==> src/rtl/hazard_pkg.sv <==
// Shared types and constants for the RV32 pipeline hazard sequencer.
package hazard_pkg;

  typedef enum logic {
    RUN  = 1'b0,
    BUSY = 1'b1
  } state_e;

  localparam logic [4:0] REG_ZERO        = 5'd0;
  localparam int         MUL_LAT_DEFAULT = 4;

endpackage

==> src/rtl/mul_latency_counter.sv <==
// Cycle counter for an iterative MUL/DIV held in EXE; flags the final cycle of the operation.
module mul_latency_counter #(
  parameter int MUL_LAT  = 4,
  parameter int CNT_BITS = $clog2(MUL_LAT)
) (
  input  logic clk_i,
  input  logic rst_i,
  input  logic start_i,
  input  logic busy_i,
  output logic last_o
);

  localparam logic [CNT_BITS-1:0] LAST_CNT = CNT_BITS'(MUL_LAT - 1);

  logic [CNT_BITS-1:0] cnt_q;
  logic [CNT_BITS-1:0] cnt_d;

  assign last_o = busy_i && (cnt_q == LAST_CNT);

  // The start cycle counts as the first EXE cycle, so loading 1 leaves MUL_LAT-1 busy cycles.
  always_comb begin
    cnt_d = cnt_q;
    if (start_i) begin
      cnt_d = CNT_BITS'(1);
    end else if (last_o) begin
      cnt_d = '0;
    end else if (busy_i) begin
      cnt_d = cnt_q + CNT_BITS'(1);
    end
  end

  always_ff @(posedge clk_i) begin
    if (rst_i) begin
      cnt_q <= '0;
    end else begin
      cnt_q <= cnt_d;
    end
  end

endmodule

==> src/rtl/hazard_sequencer.sv <==
// Load-use stall, taken-branch squash and MUL/DIV sequencing for the 5-stage RV32 pipeline.
// Optional perf counters (stall/flush) are built when HAZARD_PERF_CNT_EN is defined.
module hazard_sequencer
  import hazard_pkg::*;
#(
  parameter int MUL_LAT = MUL_LAT_DEFAULT
`ifdef HAZARD_PERF_CNT_EN
  , parameter int CNT_W = 16
`endif
) (
  input  logic       clk_i,
  input  logic       rst_i,
  input  logic [4:0] ID_rs1_i,
  input  logic [4:0] ID_rs2_i,
  input  logic       ID_uses_rs2_i,
  input  logic [4:0] EXE_rd_i,
  input  logic       EXE_MemRead_i,
  input  logic       EXE_is_mul_i,
  input  logic       EXE_branch_taken_i,
  output logic       PC_write_o,
  output logic       IFID_write_o,
  output logic       IFID_flush_o,
  output logic       IDEX_flush_o,
  output logic       IDEX_hold_o,
  output logic       EXMEM_bubble_o,
  output logic       mul_start_o,
  output logic       mul_valid_o,
  output logic       busy_o
`ifdef HAZARD_PERF_CNT_EN
  , output logic [CNT_W-1:0] stall_cnt_o
  , output logic [CNT_W-1:0] flush_cnt_o
`endif
);

  state_e state_q;
  state_e state_d;
  logic   load_use;
  logic   mul_last;

  assign load_use = EXE_MemRead_i && (EXE_rd_i != REG_ZERO) &&
                    ((EXE_rd_i == ID_rs1_i) || (ID_uses_rs2_i && (EXE_rd_i == ID_rs2_i)));

  mul_latency_counter #(
    .MUL_LAT (MUL_LAT)
  ) u_mul_cnt (
    .clk_i   (clk_i),
    .rst_i   (rst_i),
    .start_i (mul_start_o),
    .busy_i  (state_q == BUSY),
    .last_o  (mul_last)
  );

  always_comb begin
    state_d        = state_q;
    PC_write_o     = 1'b0;
    IFID_write_o   = 1'b0;
    IFID_flush_o   = 1'b0;
    IDEX_flush_o   = 1'b0;
    IDEX_hold_o    = 1'b0;
    EXMEM_bubble_o = 1'b0;
    mul_start_o    = 1'b0;
    mul_valid_o    = 1'b0;
    busy_o         = 1'b0;

    if (rst_i) begin
      PC_write_o   = 1'b1;
      IFID_write_o = 1'b1;
    end else begin
      busy_o = (state_q != RUN);
      unique case (state_q)
        RUN: begin
          if (EXE_branch_taken_i) begin
            PC_write_o   = 1'b1;
            IFID_write_o = 1'b1;
            IFID_flush_o = 1'b1;
            IDEX_flush_o = 1'b1;
          end else if (load_use) begin
            IDEX_flush_o = 1'b1;
          end else if (EXE_is_mul_i) begin
            mul_start_o    = 1'b1;
            IDEX_hold_o    = 1'b1;
            EXMEM_bubble_o = 1'b1;
            state_d        = BUSY;
          end else begin
            PC_write_o   = 1'b1;
            IFID_write_o = 1'b1;
          end
        end
        BUSY: begin
          // Branch and load-use inputs are meaningless here: EXE still holds the mul.
          if (mul_last) begin
            PC_write_o   = 1'b1;
            IFID_write_o = 1'b1;
            mul_valid_o  = 1'b1;
            state_d      = RUN;
          end else begin
            IDEX_hold_o    = 1'b1;
            EXMEM_bubble_o = 1'b1;
          end
        end
        default: state_d = RUN;
      endcase
    end
  end

  always_ff @(posedge clk_i) begin
    if (rst_i) begin
      state_q <= RUN;
    end else begin
      state_q <= state_d;
    end
  end

`ifdef HAZARD_PERF_CNT_EN
  logic [CNT_W-1:0] stall_cnt_q, stall_cnt_d;
  logic [CNT_W-1:0] flush_cnt_q, flush_cnt_d;

  always_comb begin
    stall_cnt_d = stall_cnt_q;
    flush_cnt_d = flush_cnt_q;
    if (!PC_write_o && (stall_cnt_q != '1)) begin
      stall_cnt_d = stall_cnt_q + CNT_W'(1);
    end
    if (IFID_flush_o && (flush_cnt_q != '1)) begin
      flush_cnt_d = flush_cnt_q + CNT_W'(1);
    end
  end

  always_ff @(posedge clk_i) begin
    if (rst_i) begin
      stall_cnt_q <= '0;
      flush_cnt_q <= '0;
    end else begin
      stall_cnt_q <= stall_cnt_d;
      flush_cnt_q <= flush_cnt_d;
    end
  end

  assign stall_cnt_o = stall_cnt_q;
  assign flush_cnt_o = flush_cnt_q;
`endif

endmodule

==> config.mk <==
export PLATFORM = sky130hd
export DESIGN_NAME = hazard_sequencer
export DESIGN_NICKNAME = d
export VERILOG_FILES = /design/src/rtl/hazard_pkg.sv /design/src/rtl/mul_latency_counter.sv /design/src/rtl/hazard_sequencer.sv
export SDC_FILE = /design/constraint.sdc
export NUM_CORES = 1
export LEC_CHECK = 0
export ABC_CLOCK_PERIOD_IN_PS = 1620
export CAP_MARGIN = 20
export CORE_AREA = 8 8 45 47
export DETAILED_ROUTE_END_ITERATION = 8
export DIE_AREA = 0 0 53 55
export PLACE_DENSITY = 0.72
export REMOVE_ABC_BUFFERS = 1
export SLEW_MARGIN = 20
export SYNTH_ARGS = -nofsm -noshare
export SYNTH_HDL_FRONTEND = slang
export SYNTH_SLANG_ARGS = --single-unit
==> constraint.sdc <==
create_clock -name clk_i -period 1.62 [get_ports clk_i]
set_input_delay 0.162 -clock clk_i [delete_from_list [all_inputs] [get_ports clk_i]]
set_output_delay 0.162 -clock clk_i [all_outputs]
set_load 0.03 [all_outputs]
== After elaboration in Yosys (flattened, before gate mapping) ==
Cells that the tools add are included.

* Flip-flop bits (word level): 3
* Input port bits: 21
* Output and inout bits: 9

* Add/sub/neg operators: 1
* Eq/ne operators: 3
* Mux-type cells: 27
* Bitwise logic cells: 1
* Reduce and logical (&&, ||, !) cells: 8

{| class="wikitable"
|+ Operator list
! kind !! count
|-
| $mux W1 || 25
|-
| $eq A5 B5 Y1 || 2
|-
| $reduce_bool A5 Y1 || 1
|-
| $logic_and A1 B1 Y1 || 4
|-
| $pmux W1 S2 || 2
|-
| $reduce_bool A3 Y1 || 1
|-
| $reduce_or A3 Y1 || 1
|-
| $add A2 B1 Y2 const B || 1
|-
| $eq A2 B2 Y1 const B || 1
|-
| $logic_or A1 B1 Y1 || 1
|-
| $not A1 Y1 || 1
|}

== Logic depth before layout (Yosys ltp) ==
* Depth after elaboration: 9
* Depth in mapped cells: 6
* Gate-level depth less buffers: 5

== By module ==
A second synthesis with hierarchy kept.

* Cell total of the unflattened synthesis: 46
* Area total of the unflattened synthesis: 356.6 um2

{| class="wikitable"
|+ By module, submodules not included
! module !! instances !! cells each !! area an instance (um2) !! sequential area each (um2)
|-
| hazard_sequencer || 1 || 35 || 251.5 || 20.0
|-
| mul_latency_counter || 1 || 11 || 105.1 || 40.0
|}

== Worst setup path before layout ==
OpenSTA, ideal clock, no wires.

* Path kind: in2out
* Start: input EXE_rd_i[3]
* End: output IDEX_hold_o
* Data arrival time: 2.031 ns
* Required time: 1.458 ns
* Slack: -0.573 ns
* Stages: 5
* Buffers on the path: 1
* Cell sequence: or4_4 o21ai_4 nor2_1 a21boi_0 buf_4

* Cells in the longest elaborated chain, start to end: 8
* Elaborated cells on any way between the ends: 11
* Classes of those cells: 2 x eq/ne; 4 x mux; 5 x reduce/logical

{| class="wikitable"
|+ Ends and longest elaborated chain
! element !! line !! text
|-
| start: declaration || hazard_sequencer.sv:16 || <nowiki>input logic [4:0] EXE_rd_i,</nowiki>
|-
| $eq A5 B5 Y1 || hazard_sequencer.sv:41 || <nowiki>((EXE_rd_i == ID_rs1_i) || (ID_uses_rs2_i && (EXE_rd_i == ID_rs2_i)));</nowiki>
|-
| $logic_and A1 B1 Y1 || hazard_sequencer.sv:41 ||
|-
| $logic_or A1 B1 Y1 || hazard_sequencer.sv:41 ||
|-
| $logic_and A1 B1 Y1 (*) || hazard_sequencer.sv:40 || <nowiki>assign load_use = EXE_MemRead_i && (EXE_rd_i != REG_ZERO) &&</nowiki>
|-
| $mux W1 (*) (2 in series) || -- ||
|-
| $pmux W1 S2 (*) || -- ||
|-
| $mux W1 (*) || -- ||
|-
| end: declaration || hazard_sequencer.sv:24 || <nowiki>output logic IDEX_hold_o,</nowiki>
|}

Every way passes the cells marked *; elsewhere a longest branch is shown, timed or not.

== Worst setup path after layout ==
* Start: register state_q
* End: output PC_write_o

* Cells in the longest elaborated chain, start to end: 4
* Elaborated cells on any way between the ends: 5
* Classes of those cells: 3 x mux; 1 x bitwise; 1 x reduce/logical

{| class="wikitable"
|+ Ends and longest elaborated chain
! element !! line !! text
|-
| start: declaration || hazard_sequencer.sv:35 || <nowiki>state_e state_q;</nowiki>
|-
| start signal: assignment || hazard_sequencer.sv:110 || <nowiki>state_q <= state_d;</nowiki>
|-
| $logic_and A1 B1 Y1 || mul_latency_counter.sv:18 || <nowiki>assign last_o = busy_i && (cnt_q == LAST_CNT);</nowiki>
|-
| $mux W1 || hazard_sequencer.sv:91 || <nowiki>if (mul_last) begin</nowiki>
|-
| $pmux W1 S2 (*) || hazard_sequencer.sv:70 || <nowiki>unique case (state_q)</nowiki>
|-
| $mux W1 (*) || hazard_sequencer.sv:65 || <nowiki>if (rst_i) begin</nowiki>
|-
| end: declaration || hazard_sequencer.sv:20 || <nowiki>output logic PC_write_o,</nowiki>
|}

Marked as above.

==> results by group <==
Die
  • Row cnt: 14
  • Die X: between 50 and 60 um
  • Die Y: ~55 um
  • Starting Density: between 20% and 30%
  • Num ports: 30
  • Die ar.: 2920 sq um
  • Core region area: 1380 sq um

Yosys
  • Synth async-reset ratio: 0%
  • Cell taking the most area after synthesis: xnor2_1
  • Ys flop type: dfxtp_1
  • Sequential fraction of the synthesis area: 15.1%
  • Yosys reg bits: 3
  • Synth top area cells: xnor2_1 (22%), dfxtp_1 (15%), buf_4 (5.7%)
  • Number of synthesized flops with an enable pin: 0
  • Synth warn: 0
  • Syn_area_per_cell: 7.63 sq um
  • Post-Synthesis Cell Area: between 300 and 400 sq um
  • Synth unique cells: 24
  • Top-area cell type share of the netlist area: 22.1%
  • Synthesized instance count: 52

Setup path
  • CP Depth: 6
  • RR Endpoint: u_mul_cnt.cnt_q[1]
  • CP Max Fanout: 6
  • Setup crit end: PC_write_o
  • Crit start category: flip-flop
  • Crit path from: state_q
  • CP Capture Type: primary output
  • Reg-to-reg startpoint: state_q
  • CP required: 1460 ps
  • Crit path max-delay family: flip-flops
  • R2R Setup Slk: 280 ps
  • Critical path's slowest cell: dfxtp_1
  • Worst Path Buf+Inv: 2
  • R2R depth: 4
  • CP Class: reg -> out
  • Crit-path most repeated cell: nor2_2
  • CP peak stage delay: approximately 440 ps
  • Worst-path cell chain: nor3b_2 -> nor2_2 -> nor2_2 -> buf_4 -> a41oi_4 -> buf_6
  • Arr. time, crit path: 1460 ps

Drt
  • Antenna-violating nets left: 0
  • DRC Markers: 0
  • Post-DR wirelength/cell: ~14 um
  • Total Wirelength: 1.58 mm
  • DR iter-0 viols: 4
  • 1st-pass router iterations: 3
  • Vias post-DR: about 550
  • Vias/cell: between 4 and 5

Outcome
  • Outcome: finished with violations
  • Failing checks: setup timing

Power and ir drop
  • Logic pwr share: around 53%
  • Max VDD drop: 0.345 mV
  • Net Sw Power: 155 uW
  • Lkg Pwr: 0.000406 uW
  • Proportion of power drawn by the clock network: 27.3%
  • Sw frac: 33.3%
  • Int Pwr: 312 uW
  • Pwr per Cell Area: just over 500 nW/um^2
  • Reg power frac: a little under 20%

Cells and area
  • Final Cell Area: a little over 900 sq um
  • Most common cell after layout, fill and taps aside: buf_4
  • Synthesis-to-finish area growth: 130%
  • Proportion of layout cells with a drive suffix above 1: 47.5%
  • Most frequent cells in the layout: buf_4 (18), xnor2_1 (10), buf_6 (10), dlygate4sd2_1 (8), clkdlybuf4s50_1 (6)
  • # nets final: around 120
  • Final Non-Filler Cells: 115
  • Antenna Cells: 0

Global route
  • Antenna violations before repair: 0
  • First-pass GRT wire length: 2.57 mm
  • Vias in the first global route: approximately 630
  • GRT Total Usage: 11.7%
  • Congestion Overflow GR: 0
  • Largest net degree at the start of global routing: 7

Clocking
  • Clk Latency, worst-skew pair: 230 ps
  • CTS Buf Count: 3
  • Worst-path clk slew: 30 ps
  • H-Tree Depth: 1
  • CTS Buffer Depth: 2
  • TritonCTS clock tree: yes
  • Clk sink count: 3
  • Hold buffers post-CTS: 0
  • Root Buffer: clkbuf_4

STA
  • Max Freq: 0.616 GHz
  • Slew margin rel.: 83.7%
  • Fin. Hold Viols: 0
  • Final worst slack: -4.37 ps
  • Final Setup Violations: 2
  • Worst Tran Pin Value: 244 ps
  • Crit share post-route: 100%
  • Clock Skew: around 4.4 ps
  • Min Tclk post-route: 1620 ps
  • RSZ-0062 raised after global routing: yes
  • Slew Limit Fails: 0

Place
  • IO Port Bufs: 29
  • DP HPWL: 1.20 mm
  • Placer Congestion: 0.716
  • Placed cells: 108
  • Placed Area: 767 sq um

Flow run
  • Max cap viols: 0

Hold path
  • Worst hold path class: in -> reg
[metal layers]
metal / vias up / wire, um / global-route usage, %
met5: - / 0 / 0
met4: 0 / 0 / 2.59
met3: 0 / 165 / 6.42
met2: 22 / 945 / 24.4
met1: 256 / 471 / 9.08
li1: 275 / - / -
[kinds of logic after synthesis]
logic type	after synthesis	share of synthesized area, %
DFF	3	15.1
AOI/OAI and AO/OA	12	23.3
xor gates and xnor gates	10	22.1
buffers and inverters	4	6.62
and+or+nand+nor	22	29.7
adders and majority gates	1	3.15
[worst reg2reg max path, stage by stage, from the launching register on]
cell,delay [ps]
dfxtp_1,440
buf_4,180
nand2b_1,160
o22ai_1,100
a221o_1,340
[per-stage QoR]
step	TNS [ps]	util [%]	setup slack (ps)	hold slack [ps]	total power, uW
6_report	-7.83	65.9	-4.37	476	467
5_1_grt	-261	65.9	-62.8	487	497
4_1_cts	0	63.8	5.50	540	460
3_5_place_dp	-2450	55.4	-397	714	304
3_3_place_gp	-2260	55.4	-369	696	301
2_1_floorplan	-3610	-	-957	356	181
[cell type report]
cell class / instances / area [sq um]
clock buffer: 4 / 26.3
fill: 119 / 472
inverter: 1 / 3.75
multi-input combinational: 45 / 384
sequential: 3 / 65.1
tap: 16 / 20.0
timing repair buffer: 46 / 413
[repair_timing]
item | 4_1_cts | 5_1_grt
setup buffers | 4 | 0
gates resized for setup | 41 | 12
setup endpoints to repair | 7 | 6
pin swaps | 16 | 7
[cells in the mapped netlist, drive strengths merged (2+ instances only)]
cell,n
nor3,2
o21ai,2
dfxtp,3
o22ai,2
nor2,5
xnor2,10
o21a,2
nor2b,2
buf,3
a21oi,2
nor3b,3
nand2,5
[registers in the layout, indices dropped and copies added, names as in the netlist]
signal and cells:
state_q 1, u_mul_cnt.cnt_q 2
[worst min-delay path by stage]
stage                        from                 end  slack (ps)  depth (start not counted)
2_1_floorplan               rst_i  u_mul_cnt.cnt_q[0]         360                          3
3_3_place_gp   u_mul_cnt.cnt_q[0]  u_mul_cnt.cnt_q[0]         700                          4
3_5_place_dp   u_mul_cnt.cnt_q[0]  u_mul_cnt.cnt_q[0]         710                          4
4_1_cts               EXE_rd_i[0]             state_q         540                          5
5_1_grt               EXE_rd_i[4]             state_q         490                          5
6_report              EXE_rd_i[4]             state_q         480                          5
[power by group through the flow]
stage                     clock [uW]  combinational [uW]  sequential [uW]
after detailed placement           0                 216             87.5
after CTS                        131                 239             89.6
final                            127                 249             90.4
after floorplan                    0                94.0             87.0
after global placement             0                 213             87.4
after global routing             139                 266             91.9
Power figures use the tool's default switching activity.
